`src/rtl/bus_pkg.sv`:
```
`default_nettype none
// ============================================================================
//  Module      : bus_pkg
//  Description : Shared definitions for the two-core shared-memory bus.
//                It holds the default widths, the arbiter state encoding and
//                the RAM write-enable polarity.
//  Revision    : 1.0  initial release
// ============================================================================
package bus_pkg;

  localparam int ADDR_W = 9;
  localparam int DATA_W = 8;

  // The RAM write enable is active-high.
  localparam logic RW_WRITE = 1'b1;

  typedef enum logic [1:0] {
    IDLE = 2'd0,
    GNT0 = 2'd1,
    GNT1 = 2'd2
  } bus_state_t;

endpackage : bus_pkg
`default_nettype wire

```
`src/rtl/bus_rr_arbiter.sv`:
```
`default_nettype none
// ============================================================================
//  Module      : bus_rr_arbiter
//  Description : Round-robin arbiter for two requesters. It has no pre-emption,
//                and it hands the bus directly to a waiting core when the
//                current holder releases it.
//  Ports       : clk, reset  - clock, synchronous active-high reset
//                req0, req1  - bus requests from core0 / core1
//                state       - registered arbiter state (IDLE/GNT0/GNT1)
//  Revision    : 1.0  initial release
// ============================================================================
module bus_rr_arbiter
  import bus_pkg::*;
(
  input  logic       clk,
  input  logic       reset,
  input  logic       req0,
  input  logic       req1,
  output bus_state_t state
);

  bus_state_t state_q, state_d;
  // 0 = core0 was granted most recently, 1 = core1.
  logic       last_owner_q, last_owner_d;

  always_comb begin
    state_d = state_q;
    unique case (state_q)
      IDLE: begin
        if (req0 && req1) begin
          // A tie goes to the core that did not own the bus last.
          state_d = last_owner_q ? GNT0 : GNT1;
        end else if (req0) begin
          state_d = GNT0;
        end else if (req1) begin
          state_d = GNT1;
        end
      end
      GNT0: begin
        if (!req0) state_d = req1 ? GNT1 : IDLE;
      end
      GNT1: begin
        if (!req1) state_d = req0 ? GNT0 : IDLE;
      end
      default: state_d = IDLE;
    endcase
  end

  always_comb begin
    last_owner_d = last_owner_q;
    if (state_d == GNT0) last_owner_d = 1'b0;
    else if (state_d == GNT1) last_owner_d = 1'b1;
  end

  // After reset last_owner is 1, so core0 wins the first simultaneous request.
  always_ff @(posedge clk) begin
    if (reset) begin
      state_q      <= IDLE;
      last_owner_q <= 1'b1;
    end else begin
      state_q      <= state_d;
      last_owner_q <= last_owner_d;
    end
  end

  assign state = state_q;

endmodule : bus_rr_arbiter
`default_nettype wire

```
`src/rtl/system_bus.sv`:
```
`default_nettype none
// ============================================================================
//  Module      : system_bus
//  Description : Shared-memory bus that connects two CPU cores to a single RAM
//                or GPIO memory. A round-robin arbiter chooses the owner. The
//                owner's address, data and rw are muxed onto the RAM port, and
//                RAM read data is returned only to the owner.
//  Ports       : clk, reset                     - clock, sync active-high reset
//                coreN_request/grant            - bus handshake per core
//                coreN_data_in/data_out         - write / read data per core
//                coreN_address, coreN_rw        - address, 1=write 0=read
//                RAM_address, RAM_data_in, rw   - RAM request port
//                RAM_data_out                   - RAM read data
//  Revision    : 1.0  initial release
// ============================================================================
module system_bus
  import bus_pkg::*;
#(
  parameter int ADDR_W = bus_pkg::ADDR_W,
  parameter int DATA_W = bus_pkg::DATA_W
) (
  input  logic              clk,
  input  logic              reset,
  input  logic              core0_request,
  output logic              core0_grant,
  input  logic [DATA_W-1:0] core0_data_in,
  output logic [DATA_W-1:0] core0_data_out,
  input  logic [ADDR_W-1:0] core0_address,
  input  logic              core0_rw,
  input  logic              core1_request,
  output logic              core1_grant,
  input  logic [DATA_W-1:0] core1_data_in,
  output logic [DATA_W-1:0] core1_data_out,
  input  logic [ADDR_W-1:0] core1_address,
  input  logic              core1_rw,
  output logic [ADDR_W-1:0] RAM_address,
  output logic [DATA_W-1:0] RAM_data_in,
  input  logic [DATA_W-1:0] RAM_data_out,
  output logic              rw
);

  bus_state_t state;

  bus_rr_arbiter u_arbiter (
    .clk   (clk),
    .reset (reset),
    .req0  (core0_request),
    .req1  (core1_request),
    .state (state)
  );

  assign core0_grant = (state == GNT0);
  assign core1_grant = (state == GNT1);

  // The write enable is qualified with the live request. An owner that drops
  // its request in its last grant cycle therefore never issues a write.
  always_comb begin
    RAM_address    = '0;
    RAM_data_in    = '0;
    rw             = ~RW_WRITE;
    core0_data_out = '0;
    core1_data_out = '0;
    unique case (state)
      GNT0: begin
        RAM_address    = core0_address;
        RAM_data_in    = core0_data_in;
        rw             = core0_rw & core0_request;
        core0_data_out = RAM_data_out;
      end
      GNT1: begin
        RAM_address    = core1_address;
        RAM_data_in    = core1_data_in;
        rw             = core1_rw & core1_request;
        core1_data_out = RAM_data_out;
      end
      default: ;
    endcase
  end

endmodule : system_bus
`default_nettype wire

```
`config.mk`:
```
export PLATFORM = sky130hd
export DESIGN_NAME = system_bus
export DESIGN_NICKNAME = d
export VERILOG_FILES = /design/src/rtl/bus_pkg.sv /design/src/rtl/bus_rr_arbiter.sv /design/src/rtl/system_bus.sv
export SDC_FILE = /design/constraint.sdc
export NUM_CORES = 1
export LEC_CHECK = 0
export BUFFER_PORTS_ARGS = -buffer_cell sky130_fd_sc_hd__clkbuf_2
export CELL_PAD_IN_SITES_DETAIL_PLACEMENT = 0
export CELL_PAD_IN_SITES_GLOBAL_PLACEMENT = 1
export CORE_AREA = 3 3 61 63
export DETAILED_ROUTE_END_ITERATION = 12
export DIE_AREA = 0 0 64 66
export PLACE_DENSITY = 0.94
export SYNTH_ARGS = -nofsm -noshare
export SYNTH_HDL_FRONTEND = slang
export SYNTH_SLANG_ARGS = --single-unit
```
`constraint.sdc`:
```
create_clock -name clk -period 4 [get_ports clk]
set_input_delay 0.4 -clock clk [delete_from_list [all_inputs] [get_ports clk]]
set_output_delay 0.4 -clock clk [all_outputs]
set_load 0.05 [all_outputs]
```
# --- After elaboration in Yosys (flattened, before gate mapping) ---
# Index checks and enable logic that the tools add are counted.
op_classes:
  addsub: 0
  multipliers: 0
  div: 0
  n_lt_le_gt_ge: 0
  eq_ne: 4
  shift: 0
  n_mux: 16
  bitwise: 2
  n_reduce_logical: 3
ops:
  columns: ["op", "count"]
  rows:
  - ["$pmux 9 s2", 1]
  - ["$mux 8", 2]
  - ["$pmux 8 s2", 1]
  - ["$mux 2", 7]
  - ["$pmux 2 s3", 1]
  - ["$eq 2x1->1 const B", 2]
  - ["$eq 2x2->1 const B", 2]
  - ["$mux 1", 3]
  - ["$and 1x1->1", 2]
  - ["$logic_not 2->1", 1]
  - ["$pmux 1 s2", 1]
  - ["$reduce_bool 2->1", 1]
  - ["$logic_and 1x1->1", 1]
word_totals:
  regBits: 3
  latch_bits: 0
  ram_bits: 0
  mem_bits_ro: 0
  inputBits: 48
  output_inout_bits: 36
  mem_count: 0

# --- Longest topological paths before layout ---
logic_depth:
  word_depth: 7
  mapped_depth: 10

# --- Cells and area by module ---
# From an unflattened synthesis, not the netlist that was laid out.
hier_totals:
  hier_cells: 81
  hier_area_um2: 569.3
by_module_without_submodules:
  columns: ["module", "n_inst", "cells_per_inst", "area_each_um2"]
  rows:
  - ["system_bus", 1, 65, 424.2]
  - ["bus_rr_arbiter", 1, 16, 145.1]

# --- Least setup slack after synthesis ---
# Ideal clock, no wire load.
synth_path:
  kind: "register -> output"
  startpoint: "register u_arbiter.state_q[0], in the netlist u_arbiter.state[0]"
  endpoint: "output rw"
  t_arrival_ns: 2.437
  setup_slack_ns: 1.163
  stages_incl_launch_ff: 7
  path_buffers: 1
  path_cell_list: "dfxtp_1 -> inv_1 -> ha_1 -> buf_4 -> and2_2 -> nand2_1 -> a21boi_0"
synth_via:
  elab_chain_cells: 2
synth_lines:
  columns: ["element", "line_no", "text"]
  rows:
  - ["start, declared", "bus_rr_arbiter.sv:22", "bus_state_t state_q, state_d;"]
  - ["start signal, assigned", "bus_rr_arbiter.sv:61", "state_q <= state_d;"]
  - ["$eq 2x2->1", null, null]
  - ["named net core1_grant", "system_bus.sv:31", "output logic core1_grant,"]
  - ["$pmux 1 s2", "system_bus.sv:63", "unique case (state)"]
  - ["end, declared", "system_bus.sv:39", "output logic rw"]
# The timed path passes the listed nets, and every way through them passes these cells.

# --- Final worst setup path ---
layout_path:
  startpoint: "register u_arbiter.state_q[0], in the netlist u_arbiter.state[0]"
  endpoint: "output rw"
layout_via:
  elab_chain_cells: 2
layout_lines:
  columns: ["element", "line_no"]
  rows:
  - ["$eq 2x2->1 or $eq 2x1->1 (tied branches)", "system_bus.sv:63"]
  - ["$pmux 1 s2 *", "system_bus.sv:63"]
# Every way passes the cells marked *; elsewhere a longest branch is shown, timed or not.

==> results.json <==
{
  "status": "finished, final reports clean",
  "drcViolationCount": 0,
  "critPathMaxFanout": 29,
  "synthesis.nets": 143,
  "fin_ws_ns": 1.35,
  "grt-ovfl-total": 0,
  "slowest_stage": "ha_1",
  "die_w_um": 64,
  "fin_skew_ns": 0.00132,
  "place.port_buffers": 83,
  "area.growth.synth_to_final_pct": 69.1,
  "clkSinkCount": 3,
  "crit_path_cell_trace": "inv_1 > ha_1 > and2_2 > nand2_1 > a21boi_0 > clkbuf_2",
  "worst_pin_slew_ns": 0.949,
  "via_per_inst": 4.32,
  "ys_ff_latch": 3,
  "dr.pass1.iters": 4,
  "cts.clk_slew.worst_paths_ns": 0.04,
  "slowest_delay_ns": 0.78,
  "grt_usage_pct": 9.62,
  "fill_cells": 352,
  "power_leakage_nw": 0.601,
  "clockRootBuffer": "clkbuf_4",
  "drive_gt1_share_pct": 52.7,
  "dp_slack_ns": 1.54,
  "cts_setup_buffers": 0,
  "period_share_pct": 66.3,
  "min_period_ns": 2.65,
  "vias": 928,
  "grt_max_degree": 30,
  "vdd_drop_max_v": 0.000111,
  "drt_iter0_markers": 22,
  "yosys_warnings": 0,
  "worstSetupStartpointType": "register",
  "die_area_um2": 4220,
  "htree_num_levels": 1,
  "cts_buffer_depth": 2,
  "antenna_found_initial": 0,
  "top_layer_used": "met3",
  "worstReg2RegEnd": "u_arbiter.last_owner_q",
  "initial_core_util_pct": 20.2,
  "slew_headroom_pct": 36.7,
  "syn_avg_cell_area_um2": 7.47,
  "synth_seq_area_share_pct": 9.04,
  "worst_ep_required_time_ns": 3.60,
  "clk-insertion-delay-late_ns": 0.24,
  "std_cell_rows": 21,
  "first_global_vias": 787,
  "timing.rr.start": "u_arbiter.state[0]",
  "wl_um": 2270,
  "hold_depth": 2,
  "reg2reg_depth": 8,
  "cts_hold_buf": 0,
  "power_density_nw_per_um2": 441,
  "final_util_pct": 34.2,
  "io_pins": 84,
  "setup_tns_ns": 0,
  "gp_congestion": 0.803,
  "syn_area_um2": 664,
  "num_antenna_cells": 0,
  "rsz0062_at_grt": "false",
  "yosysUniqueCellTypes": 26,
  "worstPathArrival_ns": 2.25,
  "grt_pass1_wl_um": 3350,
  "end_kind": "output port",
  "hold_viol": 0,
  "hold_class": "input port to register",
  "postSynthCellCount": 89,
  "cts_buffers": 3,
  "worstHoldEndpoint": "u_arbiter.state[0]",
  "fp.dieH_um": 66,
  "min_from": "reset",
  "max_freq_mhz": 377,
  "setup_viol": 0,
  "wl_met3_um": 228,
  "cts_resized": 0,
  "ant_nets": 0,
  "route.met2.wl_um": 1020,
  "path_class": "register to output port",
  "wl_met1_um": 1030,
  "holdWs_ns": 0.368,
  "nets": 224,
  "cts_tree": "built",
  "wl_per_cell_um": 10.6,
  "r2r_slack_ns": 1.51,
  "core_area_um2": 3280,
  "drv_cap": 0,
  "slew_violations": 0,
  "dp_hpwl_um": 1740
}
## layout by cell type (no fill, tap or decap)
| cell type | Yosys | final |
|---|---|---|
| nand2_1 | 2 | 2 |
| a22oi_1 | 17 | 17 |
| inv_1 | 4 | 4 |
| dfxtp_1 | 3 | 3 |
| mux2i_1 | 1 | 1 |
| a22o_1 | 1 | 1 |
| nand3_1 | 1 | 1 |
| o21ai_0 | 1 | 1 |
| and2b_2 | 1 | 1 |
| a21boi_0 | 1 | 1 |
| nor2b_1 | 17 | 17 |
| a21bo_2 | 1 | 1 |
| o21bai_1 | 1 | 1 |
| and2_2 | 1 | 1 |
| clkbuf_4 | 0 | 3 |
| nand2b_1 | 1 | 1 |
| a32oi_1 | 2 | 2 |
| clkbuf_2 | 0 | 83 |
| a211oi_1 | 2 | 2 |
| ha_1 | 6 | 6 |
| mux2_1 | 1 | 1 |
| and2_1 | 16 | 16 |
| a21o_1 | 1 | 1 |
| a21oi_1 | 1 | 1 |
| clkbuf_1 | 3 | 1 |
## cells in the mapped netlist (all sizes together)
library cell	count	area, um2
a211oi	2	15.0
a21bo	1	10.0
a21boi	1	7.51
a21o	1	7.51
a21oi	1	5.00
a22o	1	8.76
a22oi	17	128
a32oi	2	17.5
and2	17	108
and2b	1	8.76
buf	4	28.8
clkbuf	3	11.3
dfxtp	3	60.1
ha	6	75.1
inv	4	15.0
mux2	1	11.3
mux2i	1	10.0
nand2	2	7.51
nand2b	1	6.26
nand3	1	5.00
nor2b	17	106
o21ai	1	5.00
o21bai	1	7.51
## stage by stage
| stage | power [W] | std cells | instance area (um2) |
|---|---|---|---|
| floorplan | 0.000361 | 89 | 664 |
| global placement | 0.000441 | 211 | 1100 |
| detailed placement | 0.000444 | 211 | 1100 |
| CTS | 0.000501 | 215 | 1120 |
| global route | 0.000533 | 215 | 1120 |
| finish | 0.000495 | 215 | 1120 |
## power breakdown
group | internal [W] | leakage, nW | switching (W)
clock network | 0.0000374 | 0.0150 | 0.0000166
logic | 0.000129 | 0.561 | 0.000267
registers | 0.0000380 | 0.0248 | 0.00000772
total | 0.000204 | 0.601 | 0.000291
## cells by family (layout without fill, tap and decap cells)
family	after synthesis	after routing	share of synthesized area [%]
adders and majority gates	6	6	11.3
muxes	2	2	3.20
and+or+nand+nor	39	39	36.3
buffers and inverters	11	91	8.29
AOI/OAI and AO/OA	28	28	31.8
DFF	3	3	9.04
## worst max-delay path, delay by kind of cell (launching register included)
kind,cells,cell delay [ns]
fa+ha+maj,1,0.78
buf+inv,2,0.40
flops,1,0.35
simple gates,2,0.35
compound gates,1,0.14
## state kept, by name, summed over array words and instances (netlist names)
register                count
u_arbiter.state             2
u_arbiter.last_owner_q      1
## area by class of cell
type	count	area [um2]	share of cell area, %
clock buffer	4	26.3	2.34
timing repair buffer	83	415	37.0
multi-input combinational	75	549	48.9
tap	46	57.6	5.12
sequential	3	60.1	5.35
inverter	4	15.0	1.34
## worst max-delay path by stage
| stage | from | end | cells past startpoint |
|---|---|---|---|
| final | u_arbiter.state[0] | rw | 6 |
| after global routing | u_arbiter.state[0] | rw | 6 |
| after CTS | u_arbiter.state[0] | rw | 6 |
| after detailed placement | u_arbiter.state[0] | u_arbiter.last_owner_q | 8 |
| after global placement | u_arbiter.state[0] | u_arbiter.last_owner_q | 8 |
| after floorplan | u_arbiter.state[0] | rw | 6 |
## per-layer routing
metal  vias to the layer above  GRT usage (%)
li1                        477              -
met5                         -              0
met1                       402           12.7
met3                         0           1.02
met2                        49           15.4
met4                         0           4.85
Note: power is estimated with default switching activity, not from simulation.
